`src/rtl/rr_arbiter_pkg.sv`:
```
// Shared types and helpers for the request arbiter family.
// The arbiter FSM enum and the index-width rule live here so every block sizes grant_idx the same way.
package arb_pkg;

   typedef enum logic {
      IDLE = 1'b0,
      BUSY = 1'b1
   } arb_state_e;

   // A single requester still gets a one-bit index.
   function automatic int idx_width(input int n);
      return (n > 1) ? $clog2(n) : 1;
   endfunction

endpackage

```
`src/rtl/rr_arbiter_pick.sv`:
```
// Combinational rotating-priority picker.
// Rotates req so that ptr lands on bit 0, takes the lowest set bit, then un-rotates it.
module rr_pick
   import arb_pkg::*;
#(
   parameter int N = 4,
   localparam int IW = idx_width(N)
) (
   input  logic [N-1:0]  req,
   input  logic [IW-1:0] ptr,
   output logic          found,
   output logic [IW-1:0] idx,
   output logic [N-1:0]  onehot
);

   localparam int PW = IW + 1;

   logic [2*N-1:0] req_dbl;
   logic [N-1:0]   req_rot;
   logic [PW-1:0]  pos;

   always_comb begin
      req_dbl = {req, req} >> ptr;
      req_rot = req_dbl[N-1:0];
      found   = 1'b0;
      pos     = '0;
      for (int k = N - 1; k >= 0; k--) begin
         if (req_rot[k]) begin
            found = 1'b1;
            pos   = PW'(k);
         end
      end
      // ptr < N and offset < N, so one conditional subtract wraps for any N.
      pos = pos + {1'b0, ptr};
      if (pos >= PW'(N)) begin
         pos = pos - PW'(N);
      end
      idx    = found ? pos[IW-1:0] : '0;
      onehot = '0;
      for (int j = 0; j < N; j++) begin
         onehot[j] = found && (idx == IW'(j));
      end
   end

endmodule

```
`src/rtl/rr_arbiter.sv`:
```
// N-way arbiter with registered grant, hold-until-ack and round-robin or fixed priority.
// state | meaning
// IDLE  | no grant outstanding, outputs all zero, waiting for any req
// BUSY  | one requester holds the grant until it pulses ack
module rr_arbiter
   import arb_pkg::*;
#(
   parameter int N  = 4,
   parameter bit RR = 1'b1,
   localparam int IW = idx_width(N)
) (
   input  logic          clk,
   input  logic          rst,
   input  logic [N-1:0]  req,
   input  logic          ack,
   output logic [N-1:0]  grant,
   output logic [IW-1:0] grant_idx,
   output logic          grant_valid
);

   arb_state_e    state, state_next;
   logic [IW-1:0] ptr, ptr_next, ptr_ack, pick_ptr, pick_idx;
   logic [N-1:0]  pick_onehot;
   logic          pick_found;
   logic          load, clear;

   // Holder moves to lowest priority on ack; wrap is explicit for non-power-of-2 N.
   always_comb begin
      ptr_ack = '0;
      if (RR && (grant_idx != IW'(N - 1))) begin
         ptr_ack = grant_idx + IW'(1);
      end
      pick_ptr = (state == BUSY) ? ptr_ack : ptr;
   end

   rr_pick #(.N(N)) u_pick (
      .req    (req),
      .ptr    (pick_ptr),
      .found  (pick_found),
      .idx    (pick_idx),
      .onehot (pick_onehot)
   );

   always_comb begin
      state_next = state;
      ptr_next   = ptr;
      load       = 1'b0;
      clear      = 1'b0;
      unique case (state)
         IDLE: begin
            if (pick_found) begin
               load       = 1'b1;
               state_next = BUSY;
            end
         end
         BUSY: begin
            if (ack) begin
               ptr_next = ptr_ack;
               if (pick_found) begin
                  load = 1'b1;
               end else begin
                  clear      = 1'b1;
                  state_next = IDLE;
               end
            end
         end
         default: begin
            clear      = 1'b1;
            state_next = IDLE;
         end
      endcase
   end

   always_ff @(posedge clk) begin
      if (rst) begin
         state       <= IDLE;
         ptr         <= '0;
         grant       <= '0;
         grant_idx   <= '0;
         grant_valid <= 1'b0;
      end else begin
         state <= state_next;
         ptr   <= ptr_next;
         if (load) begin
            grant       <= pick_onehot;
            grant_idx   <= pick_idx;
            grant_valid <= 1'b1;
         end else if (clear) begin
            grant       <= '0;
            grant_idx   <= '0;
            grant_valid <= 1'b0;
         end
      end
   end

   a_grant_onehot: assert property (@(posedge clk) disable iff (rst)
      grant_valid |-> (grant == (N'(1) << grant_idx)));

   a_idle_zero: assert property (@(posedge clk) disable iff (rst)
      !grant_valid |-> ((grant == '0) && (grant_idx == '0)));

endmodule

```
`config.mk`:
```
export PLATFORM = sky130hd
export DESIGN_NAME = rr_arbiter
export DESIGN_NICKNAME = d
export VERILOG_FILES = /design/src/rtl/rr_arbiter_pkg.sv /design/src/rtl/rr_arbiter_pick.sv /design/src/rtl/rr_arbiter.sv
export SDC_FILE = /design/constraint.sdc
export NUM_CORES = 1
export LEC_CHECK = 0
export CORE_MARGIN = 4
export CORE_UTILIZATION = 49
export DETAILED_ROUTE_END_ITERATION = 10
export GPL_ROUTABILITY_DRIVEN = 1
export GPL_TIMING_DRIVEN = 0
export HOLD_SLACK_MARGIN = 0.02
export PLACE_DENSITY = 0.77
export SLEW_MARGIN = 20
export SYNTH_ARGS = -nofsm -noshare
export SYNTH_HDL_FRONTEND = slang
export SYNTH_SLANG_ARGS = --single-unit
```
`constraint.sdc`:
```
create_clock -name clk -period 2.95 [get_ports clk]
set_clock_uncertainty 0.15 [all_clocks]
set_input_delay 0.59 -clock clk [delete_from_list [all_inputs] [get_ports clk]]
set_output_delay 0.59 -clock clk [all_outputs]
set_load 0.03 [all_outputs]
```
* Word level (Yosys, flattened, before mapping) *
Index checks and enable logic that the tools add are counted.

word-level totals
  input port bits = 7
  output and inout bits = 7
  bits in read-only memories = 0
  bits in registers = 10
  memories = 0
  RAM bits = 0
  word-level logic and storage cells = 48
  latch bits = 0

operators by class
  reductions and logical operators = 7
  $lt $le $gt $ge = 1
  bitwise gates (word level) = 1
  multipliers = 0
  equal/unequal tests = 4
  divide/modulo/power cells = 0
  add/sub/neg operators = 3
  mux-type cells = 26
  shifts and indexed selects = 1

operators with widths
  cell                                              count
  two-way mux 2 bit                                 10
  two-way mux 1 bit                                 12
  two-way mux 4 bit                                 2
  right shift 8 x 2 -> 4 bit                        1
  == test 2 bit, second input constant              2
  logical AND 1 bit                                 4
  case mux 1 bit (2 select lines)                   2
  adder 2 x 2 -> 3 bit                              1
  >= comparator 3 bit, second input constant        1
  adder 2 x 1 -> 2 bit, second input constant       1
  == test 2 x 1 -> 1 bit, second input constant     1
  zero test 2 bit                                   1
  != test 2 bit, second input constant              1
  AND reduction 2 bit                               1
  nonzero test 2 bit                                1
  subtractor 2 x 1 -> 2 bit, second input constant  1
  NOT 1 bit                                         1

* Depth between registers and ports, before layout *
Gate-level depths: netlist of the first run.

  depth in word-level cells = 15
  gate-level depth with buffers = 10
  depth with buffers taken out = 10

* Hierarchy *
A second synthesis of the first run with hierarchy kept.

unflattened totals
  cells, all modules = 76
  area total of the unflattened synthesis = 668.1 µm²

modules (own cells, without submodules)
  module      seq. area each (µm²)  cells each  area each (µm²)  instances
  rr_arbiter  200.2                 42          404.1            1
  rr_pick     0.0                   34          264.0            1

* Worst setup path before layout of the first run *
OpenSTA, ideal clock, no wires.

  path type = register -> register
  from = reg grant_idx[0]
  to = reg grant[2]
  period minus slack after synthesis = 2.503 ns
  data required time = 2.738 ns
  arrival = 2.291 ns
  setup time = 0.062 ns
  buffers on the path = 0
  setup slack = 0.447 ns
  cell stages (with the launch flop) = 11
  path through = dfxtp_1 -> ha_1 -> mux2i_4 -> nand2b_1 -> a2bb2oi_1 -> o32a_1 -> a21oi_1 -> ha_1 -> nor3b_1 -> o21ai_0 -> nand3_1

between the ends
  cells in the longest elaborated chain, start to end = 15
  elaborated cells between the ends (all ways) = 28
  classes of those cells = 3 x add/sub; 1 x order compare; 2 x eq/ne; 1 x shift; 19 x mux; 2 x reduce/logical

RTL lines
  item                                                              RTL line                                      RTL
  start, declared                                                   rr_arbiter.sv:17                              output logic [IW-1:0] grant_idx,
  start signal, assigned                                            rr_arbiter.sv:86                              grant_idx <= pick_idx;
  adder 2 x 1 -> 2 bit or != test 2 bit (tied branches)             rr_arbiter.sv:31, rr_arbiter.sv:30
  two-way mux 2 bit *                                               rr_arbiter.sv:30                              if (RR && (grant_idx != IW'(N - 1))) begin
  named net ptr_ack[1]                                              rr_arbiter.sv:22                              logic [IW-1:0] ptr, ptr_next, ptr_ack, pick_ptr, pick_idx;
  two-way mux 2 bit *                                               rr_arbiter.sv:33                              pick_ptr = (state == BUSY) ? ptr_ack : ptr;
  right shift 8 x 2 -> 4 bit                                        rr_arbiter_pick.sv:23                         req_dbl = {req, req} >> ptr;
  two-way mux 2 bit (4 in series)                                   rr_arbiter_pick.sv:28                         if (req_rot[k]) begin
  adder 2 x 2 -> 3 bit                                              rr_arbiter_pick.sv:34                         pos = pos + {1'b0, ptr};
  >= comparator 3 bit or subtractor 2 x 1 -> 2 bit (tied branches)  rr_arbiter_pick.sv:35, rr_arbiter_pick.sv:36
  two-way mux 2 bit                                                 rr_arbiter_pick.sv:35                         if (pos >= PW'(N)) begin
  two-way mux 2 bit                                                 rr_arbiter_pick.sv:38                         idx = found ? pos[IW-1:0] : '0;
  == test 2 bit                                                     rr_arbiter_pick.sv:41                         onehot[j] = found && (idx == IW'(j));
  logical AND 1 bit                                                 rr_arbiter_pick.sv:41
  two-way mux 4 bit                                                 rr_arbiter.sv:84                              if (load) begin
  end signal, assigned                                              rr_arbiter.sv:85                              grant <= pick_onehot;
  end, declared                                                     rr_arbiter.sv:16                              output logic [N-1:0] grant,

Mark *: on every way through the listed nets, which the timed path passes. The rest lies on a longest branch.
A chain may end at the register's enable or synchronous reset.

* Worst setup path in the final report of the first run *
Ends and elaborated chain as after synthesis.

==> results_dict.tcl, run 1 <==
set metrics [dict create \
    cts_buffers 3 \
    cts_tree "built" \
    cts_root_buffer "clkbuf_4" \
    cp.arrival_ps 2600 \
    ff2ff_setup_slack_ps 410 \
    grt_first_pass_wirelength_mm 2.580 \
    viasPerCell 5.774 \
    setup_viol 0 \
    reg2regPathDepth 10 \
    cpPeakStageDelay_ps 430 \
    crit_chain "ha_1 > mux2i_4 > nand2b_1 > a2bb2oi_1 > o32a_1 > a21oi_1 > ha_1 > nor3b_1 > o21ai_0 > nand3_1" \
    highest-signal-layer "met4" \
    clock_sinks 10 \
    synth-edff-count 0 \
    ys_warn_count 0 \
    fin_setup_tns_ps 0 \
    route.detailed.wl_per_inst_um 12.75 \
    clk_path_buf_depth 2 \
    hold_viol_final 0 \
    cap_violations 0 \
    grt_remaining_overflow 0 \
    core_region_area_mm2 0.001318 \
    synth_top_flop_cell "dfxtp_1" \
    syn_area_um2 695.7 \
    post_cts_buffers 0 \
    die_h_um 45.68 \
    yosysSeqAreaShare 0.2878 \
    worst_path_most_repeated_cell "ha_1" \
    hold_path_class "flip-flop to flip-flop" \
    min_period_over_period 0.8618 \
    fin_nets 110 \
    cp-start-kind "flip-flop" \
    wl_met1_um 693 \
    row_count 13 \
    cp_slowest_cell "dfxtp_1" \
    drc 0 \
    hold_buffers 0 \
    grt_max_degree 11 \
    ys_ff_latch 10 \
    power_density_mw_per_mm2 575.2 \
    slew_headroom 0.6261 \
    dp_cells 111 \
    r2r-start "grant_idx[0]" \
    dieArea_mm2 0.002087 \
    ant_nets 0 \
    dr.pass1.iters 4 \
    p_leak_nw 0.3226 \
    route.met3.wl_um 71 \
    dpl.hpwl_mm 1.126 \
    crit_start "grant_idx[0]" \
    wl_met2_um 681 \
    antenna_cells 0 \
    critical_path_class "flip-flop to flip-flop" \
    worstSetupEndpointType "flip-flop" \
    port_buffers 9 \
    cts_resized 0 \
    drv_slew 0 \
    clk_latency_ps 260 \
    antenna_found_initial 0 \
    place_congestion 0.7879 \
    rr_endpoint "grant[2]" \
    clk_pin_slew_ps 70 \
    hold_path_startpoint "grant[2]" \
    grtUsageTotal 0.1665 \
    num_vias 664 \
    h-tree-depth 1 \
    synth_nets 96 \
    layout_common_cells "10 x nand3_1, 10 x dfxtp_1, 9 x nor2_1, 9 x nand2_1, 9 x clkdlybuf4s50_1" \
    num_io_pins 14 \
    first_global_vias 600 \
    min_period_ps 2542 \
    ir_worst_vdd_mv 0.4854 \
    layoutNonFillerInstCount 115 \
    outcome "complete, no violations" \
    worstMarginPinSlew_ps 556.2 \
    syn_to_final_growth_pct 20.86 \
    initial_utilization 0.5280 \
    async_reset_ff_frac 0 \
    ys_types 34 \
    synth_cells 87 \
    rsz0062_at_grt "false" \
    drt-total-wl_mm 1.466 \
    timing.fmax_ghz 0.3933 \
    die_x_um 45.68 \
    syn_avg_cell_area_um2 7.996 \
    drive_above_1_share 0.1400 \
    dr.first_iter.drc_count 10 \
    cp_data_required_time_ps 3010 \
    path_max_fanout 7 \
    cp-endpoint "grant[2]" \
]
==> cell families (layout without fill, tap and decap cells) <==
family | count (synthesis) | count (layout) | share of synthesized area
DFF | 10 | 10 | 0.2878
and+or+nand+nor | 47 | 47 | 0.3525
AOI/OAI and AO/OA | 21 | 21 | 0.2428
buffers and inverters | 6 | 19 | 0.04854
muxes | 1 | 1 | 0.03237
adders and majority gates | 2 | 2 | 0.03597
==> critical path: cells and delay by family (launching register included) <==
family / cells / cell delay [ps]
simple gates: 3 / 540
flops: 1 / 430
mux: 1 / 260
fa+ha+maj: 2 / 600
compound gates: 4 / 520
==> worst min path at each step <==
| stage | endpoint | slack, ps | depth (start not counted) |
|---|---|---|---|
| final | grant[2] | 300 | 2 |
| after global routing | grant[3] | 340 | 2 |
| after CTS | grant[2] | 310 | 2 |
| after detailed placement | grant[2] | 300 | 2 |
| after global placement | grant[3] | 290 | 2 |
| after floorplan | ptr[1] | 320 | 2 |
==> metal layers <==
| layer | global-route usage | vias to the layer above |
|---|---|---|
| li1 | - | 348 |
| met1 | 0.2172 | 300 |
| met2 | 0.2758 | 12 |
| met3 | 0.02767 | 4 |
| met4 | 0.05263 | 0 |
| met5 | 0 | - |
==> through the flow <==
step | hold slack (ps) | setup WS, ps | total power, mW | cell area (um^2) | utilization
3_5_place_dp | 296.0 | 230.5 | 0.3636 | 804.5 | 0.6106
6_report | 303.0 | 407.6 | 0.4836 | 840.8 | 0.6382
2_1_floorplan | 317.6 | 446.8 | 0.3065 | 695.7 | -
3_3_place_gp | 286.2 | 266.8 | 0.3579 | 804.5 | 0.6106
5_1_grt | 335.2 | 250.8 | 0.5107 | 840.8 | 0.6382
4_1_cts | 307.7 | 411.9 | 0.4859 | 840.8 | 0.6382
==> sequential cells by signal, summed over array words and instances (netlist names) <==
| signal | flops |
|---|---|
| ptr | 2 |
| grant | 4 |
| grant_idx | 2 |
| state | 1 |
| grant_valid | 1 |
==> cells in the mapped netlist (2+ instances only) <==
cell type | instances | area [um^2]
a2bb2oi_1 | 2 | 17.52
nand3_1 | 10 | 50.05
o211ai_1 | 2 | 15.01
nand2b_1 | 3 | 18.77
nor2_1 | 9 | 33.78
o21ai_0 | 4 | 20.02
dfxtp_1 | 10 | 200.2
ha_1 | 2 | 25.02
and3_1 | 2 | 12.51
nor3b_1 | 2 | 15.01
a21oi_1 | 5 | 25.02
nor3_1 | 4 | 20.02
buf_2 | 3 | 15.01
nand2_1 | 9 | 33.78
==> area by class of cell <==
| class | instances | area (um^2) |
|---|---|---|
| Tap cell | 15 | 18.77 |
| Sequential cell | 10 | 200.2 |
| Buffer | 5 | 30.03 |
| Clock buffer | 4 | 36.28 |
| Timing Repair Buffer | 9 | 90.09 |
| Inverter | 1 | 3.754 |
| Fill cell | 118 | 476.7 |
| Multi-Input combinational cell | 71 | 461.7 |
==> power breakdown <==
group | internal, mW | switching, mW | total (mW) | leakage (nW)
sequential | 0.154 | 0.0131 | 0.167 | 0.0825
clock | 0.0749 | 0.0488 | 0.124 | 0.0210
combinational | 0.0804 | 0.113 | 0.193 | 0.219
(Power assumes the default switching activity.)
==> run 2: changes to the inputs <==
--- a/config.mk
+++ b/config.mk
@@ -6,13 +6,14 @@
 export NUM_CORES = 1
 export LEC_CHECK = 0
 export CORE_MARGIN = 4
-export CORE_UTILIZATION = 49
+export CORE_UTILIZATION = 48
 export DETAILED_ROUTE_END_ITERATION = 10
 export GPL_ROUTABILITY_DRIVEN = 1
 export GPL_TIMING_DRIVEN = 0
 export HOLD_SLACK_MARGIN = 0.02
-export PLACE_DENSITY = 0.77
+export PLACE_DENSITY = 0.76
 export SLEW_MARGIN = 20
 export SYNTH_ARGS = -nofsm -noshare
 export SYNTH_HDL_FRONTEND = slang
+export SYNTH_HIERARCHICAL = 1
 export SYNTH_SLANG_ARGS = --single-unit
==> run 2 against run 1 <==
Largest cell class unchanged. Count of clock-buffer cells in the layout stayed put. Via count down 5.7%. Area after synthesis shrank 4.0%. Final cell count is 7.0% lower. Global-route usage shrank 1.2 points. Critical path depth is 3 higher. First-iteration DRC count is 20% higher. Wire length down 2.7%. Final area grew 0.30%. Combinational power up 77%.
==> results_dict.tcl, run 2 <==
set metrics [dict create \
    synth_cells 76 \
    synth_top_area_share 0.2996 \
    die_h_um 45.31 \
    path_buf_inv 1 \
    worstMarginPinSlew_ps 421.6 \
    holdWs_ps 329.6 \
    nFillCells 134 \
    grt_first_pass_wirelength_mm 2.394 \
    cts_root_buffer "clkbuf_4" \
    min_period_ps 2685 \
    route.detailed.wl_per_inst_um 13.34 \
    cts_tree "built" \
    post_cts_buffers 0 \
    ys_types 35 \
    path_max_fanout 10 \
    synth_nets 85 \
    grtUsageTotal 0.1548 \
    cts_buffers 3 \
    dp_cells 103 \
    cp_data_required_time_ps 2990 \
    syn_avg_cell_area_um2 8.791 \
    fin_setup_tns_ps 0 \
    clk_latency_ps 260 \
    initial_utilization 0.5135 \
    num_io_pins 14 \
    grt_max_degree 11 \
    cpPeakStageDelay_ps 380 \
    syn_area_um2 668.1 \
    drt-total-wl_mm 1.427 \
    min_period_over_period 0.9102 \
    ys_warn_count 6 \
    critical_path_class "flip-flop to flip-flop" \
    dieArea_mm2 0.002053 \
    yosysSeqAreaShare 0.2996 \
    layout_common_cells "12 x clkdlybuf4s50_1, 11 x nor2_1, 10 x dfxtp_1" \
    ir_worst_vdd_mv 0.3753 \
    hold_viol_final 0 \
    cap_violations 0 \
    clock_sinks 10 \
    netlist.top_cell.by_area "dfxtp_1" \
    syn_to_final_growth_pct 26.22 \
    crit_family "compound AO/OA/AOI/OAI gates" \
    dpl.hpwl_mm 1.065 \
    fin_nets 102 \
    cts_resized 0 \
    place_congestion 0.7929 \
    power.total_mw 0.6422 \
    synth_most_common_cell "nor2_1" \
    drive_above_1_share 0.1957 \
    ant_nets 0 \
    cp.arrival_ps 2730 \
    crit_chain "ha_1 > nor2_1 > mux2_2 > buf_6 > a21o_1 > a21oi_1 > a31oi_1 > a211o_1 > ha_1 > nand3b_2 > a21boi_1 > a32oi_1 > nor2_1" \
    dr.first_iter.drc_count 12 \
    cp-start-kind "flip-flop" \
    antenna_cells 0 \
    die_x_um 45.31 \
    grt_remaining_overflow 0 \
    row_count 13 \
    hold_path_startpoint "ptr[1]" \
    viasPerCell 5.850 \
    synth-edff-count 0 \
    antenna_found_initial 0 \
    timing.fmax_ghz 0.3724 \
    dr.pass1.iters 4 \
    crit_start "grant_idx[0]" \
    power_density_mw_per_mm2 761.5 \
    clk_pin_slew_ps 70 \
    top_regs "grant (4), grant_idx (2), ptr (2)" \
    setup_viol 0 \
    core_region_area_mm2 0.001301 \
    drv_slew 0 \
    h-tree-depth 1 \
    worstSetupEndpointType "flip-flop" \
    slew_headroom 0.7189 \
    largest_reg_flops 4 \
    port_buffers 12 \
    synth_top_flop_cell "dfxtp_1" \
    cp_slowest_cell "dfxtp_1" \
    first_global_vias 591 \
    num_vias 626 \
    rsz0062_at_grt "false" \
    largest_register "grant" \
    ys_ff_latch 10 \
    drc 0 \
    clk_path_buf_depth 2 \
    layout_commonest_cell "clkdlybuf4s50_1" \
    outcome "complete, no violations" \
    layoutNonFillerInstCount 107 \
    p_leak_nw 0.3329 \
    synthTopCellsByArea "dfxtp_1 30%, a32oi_1 7.9%, nor2_1 6.2%" \
    r2r-start "grant_idx[0]" \
    hold_buffers 0 \
    hold_path_class "flip-flop to flip-flop" \
    synth_common_cells "11 x nor2_1, 10 x dfxtp_1, 6 x a21oi_1, 6 x a32oi_1, 6 x nand2_1" \
    async_reset_ff_frac 0 \
]
run 2: cell types whose count changed in the layout (fill, tap and decap cells not counted), sizes merged, moves of 3 or more:
cell and delta:
a32oi +6, nand3 -9, nand2 -3, mux2 +3, o21ai -3, clkdlybuf4s50 +3
run 2: metal layers:
metal / routed length, um / global-route usage
met3: 56 / 0.01195
met1: 658 / 0.1899
met4: 14 / 0.07018
met5: 0 / 0
met2: 699 / 0.2712
run 2: final cells by class:
cell class,count,area [um^2],share of cell area
clock buffer,4,36.28,0.04303
inverter,1,3.754,0.004451
buffer,4,27.53,0.03264
multi-input combinational,61,436.7,0.5178
sequential,10,200.2,0.2374
timing repair buffer,12,120.1,0.1424
tap,15,18.77,0.02226
run 2: cell families (layout without fill, tap and decap cells):
group / after synthesis / in the layout / share of synthesized area
and+or+nand+nor: 32 / 32 / 0.2603
AOI/OAI and AO/OA: 22 / 22 / 0.2641
DFF: 10 / 10 / 0.2996
muxes: 5 / 5 / 0.09175
buffers and inverters: 5 / 21 / 0.04680
adders and majority gates: 2 / 2 / 0.03745
run 2: worst paths after layout:
| path | end | slack [ps] | cells after the start |
|---|---|---|---|
| setup / recovery | grant[3] | 270 | 13 |
| hold / removal | ptr[1] | 330 | 2 |
| setup reg to reg | grant[3] | 270 | 13 |
| hold reg to reg | ptr[1] | 330 | 2 |
run 2: tightest hold or removal path, cell delays in order (launching register included):
cell	delay, ps
dfxtp_1	310
nand2_1	60
a21oi_1	60
run 2: through the flow:
step	util	cell area [um^2]	worst slack, ps
global route	0.6481	843.3	41.13
global placement	0.6202	807.0	155.7
CTS	0.6481	843.3	253.8
floorplan	-	668.1	249.4
detailed placement	0.6202	807.0	103.9
finish	0.6481	843.3	265.0
run 2: power breakdown:
| part | internal [mW] | switching (mW) | total, mW | leakage [nW] |
|---|---|---|---|---|
| registers | 0.162 | 0.0178 | 0.180 | 0.0824 |
| logic | 0.164 | 0.177 | 0.341 | 0.229 |
| clock network | 0.0748 | 0.0458 | 0.121 | 0.0210 |
| total | 0.401 | 0.241 | 0.642 | 0.333 |
==> run 3: changes to the inputs <==
--- a/config.mk
+++ b/config.mk
@@ -5,13 +5,13 @@
 export SDC_FILE = /design/constraint.sdc
 export NUM_CORES = 1
 export LEC_CHECK = 0
+export CORE_ASPECT_RATIO = 0.9
 export CORE_MARGIN = 4
-export CORE_UTILIZATION = 48
+export CORE_UTILIZATION = 26
 export DETAILED_ROUTE_END_ITERATION = 10
 export GPL_ROUTABILITY_DRIVEN = 1
 export GPL_TIMING_DRIVEN = 0
 export HOLD_SLACK_MARGIN = 0.02
-export PLACE_DENSITY = 0.76
 export SLEW_MARGIN = 20
 export SYNTH_ARGS = -nofsm -noshare
 export SYNTH_HDL_FRONTEND = slang
==> run 3 against run 2 <==
Final cell count rose by 12%. Critical path type unchanged. Clock power barely moved. Maximum frequency fell by 1.8%. Register-to-register slack got worse by 50 ps. Critical path depth did not move. First-iteration DRC count rose to 3.1 times the previous value. Sequential power barely moved. Via count fell by 0.80%.
==> results_dict.tcl, run 3 (synthesized netlist as in run 2, its figures left out) <==
set metrics [dict create \
    outcome "complete, no violations" \
    row_count 17 \
    syn_to_final_growth_pct 28.65 \
    hold_end "ptr[1]" \
    die_h_um 56.09 \
    cpPeakStageDelay_ps 380 \
    core_region_area_mm2 0.002446 \
    preCtsSetupSlack_ps 97.53 \
    r2r-start "grant_idx[0]" \
    final_util 0.3514 \
    grt_busiest_layer "met1" \
    clock_sinks 10 \
    route.detailed.wl_per_inst_um 12.08 \
    whs_path_depth 2 \
    cp-start-kind "flip-flop" \
    rsz0062_at_grt "false" \
    clk_latency_ps 260 \
    ant_nets 0 \
    worstSetupEndpointType "flip-flop" \
    ff2ff_setup_slack_ps 210 \
    dpl.hpwl_mm 1.067 \
    grt_util_met3 0.02088 \
    die_x_um 61.44 \
    nFillCells 273 \
    dr.pass1.iters 4 \
    hold_path_class "flip-flop to flip-flop" \
    seqCellArea_um2 200.2 \
    fin_nets 102 \
    top_regs "grant (4), grant_idx (2), ptr (2)" \
    hold_buffers 0 \
    first_global_vias 560 \
    viasPerCell 5.175 \
    post_cts_buffers 0 \
    drc 0 \
    path_buf_inv 1 \
    layout_common_cells "12 x clkdlybuf4s50_1, 11 x nor2_1, 10 x dfxtp_1" \
    worstMarginPinSlew_ps 402.9 \
    cp.arrival_ps 2780 \
    grt.met1_usage 0.1456 \
    port_buffers 12 \
    cts_buffers 3 \
    critical_path_class "flip-flop to flip-flop" \
    multi_input_area_um2 436.7 \
    clk_path_buf_depth 2 \
    hold_viol_final 0 \
    rr_endpoint "grant[1]" \
    place_congestion 0.7304 \
    grt_max_degree 11 \
    antenna_found_initial 0 \
    antenna_cells 0 \
    p_leak_nw 0.3329 \
    largest_register "grant" \
    grt_remaining_overflow 0 \
    reg2regPathDepth 13 \
    crit_family "compound AO/OA/AOI/OAI gates" \
    power.total_mw 0.6441 \
    cp_data_required_time_ps 2990 \
    crit_chain "ha_1 > nor2_1 > mux2_2 > buf_6 > a21o_1 > a21oi_1 > a31oi_1 > a211o_1 > ha_1 > nand4b_1 > a21boi_1 > a32oi_1 > nor2_1" \
    slew_headroom 0.7314 \
    layout_commonest_cell "clkdlybuf4s50_1" \
    cts_root_buffer "clkbuf_4" \
    path_max_fanout 10 \
    timing.fmax_ghz 0.3656 \
    dr.first_iter.drc_count 37 \
    fin_setup_tns_ps 0 \
    grtUsageTotal 0.09364 \
    num_io_pins 14 \
    fin_ws_ps 214.9 \
    drive_above_1_share 0.1957 \
    cts_resized 0 \
    min_period_ps 2735 \
    drt-total-wl_mm 1.449 \
    num_vias 621 \
    h-tree-depth 1 \
    initial_utilization 0.2731 \
    grtUsageMet2 0.1163 \
    min_period_over_period 0.9272 \
    drv_slew 0 \
    largest_reg_flops 4 \
    clk_pin_slew_ps 70 \
    ir_worst_vdd_mv 0.3437 \
    grt_first_pass_wirelength_mm 2.518 \
    cap_violations 0 \
    setup_viol 0 \
    power_density_mw_per_mm2 749.3 \
    hold_path_startpoint "ptr[1]" \
    cp_slowest_cell "dfxtp_1" \
    cts_tree "built" \
    dieArea_mm2 0.003446 \
    holdWs_ps 309.6 \
]
## run 3: routing by layer
metal  vias to the layer above  wire length (um)
met2                        20               566
met4                         0                14
met5                         -                 0
li1                        317                 -
met3                         4                92
met1                       280               775
## run 3: tightest hold or removal path, delay by kind of cell, from the launching register on
family / cells / cell delay, ps
flops: 1 / 310
compound gates: 1 / 50
simple gates: 1 / 50
## run 3: worst max-delay path by stage
stage               slack (ps)  cells after the start       end          from
detailed placement         100                     10  grant[1]        req[1]
CTS                        240                     13  grant[1]  grant_idx[0]
global placement           150                     10  grant[2]        req[2]
global route                20                     13  grant[2]  grant_idx[0]
floorplan                  250                     13  grant[2]  grant_idx[0]
finish                     210                     13  grant[1]  grant_idx[0]
## run 3: cell type report
cell class / count / share of cell area
clock buffer: 4 / 0.04221
multi-input combinational: 61 / 0.5080
tap: 28 / 0.04076
buffer: 4 / 0.03202
timing repair buffer: 12 / 0.1397
inverter: 1 / 0.004367
sequential: 10 / 0.2329
## run 3: where the power goes
group	total, mW	internal [mW]	switching (mW)
clock network	0.120	0.0748	0.0447
registers	0.181	0.162	0.0185
logic	0.344	0.165	0.179
total	0.644	0.402	0.242
## run 3: per-stage QoR
step	cells	cell area (um^2)
floorplan	76	668.1
CTS	120	859.6
global placement	116	823.3
detailed placement	116	823.3
global route	120	859.6
finish	120	859.6
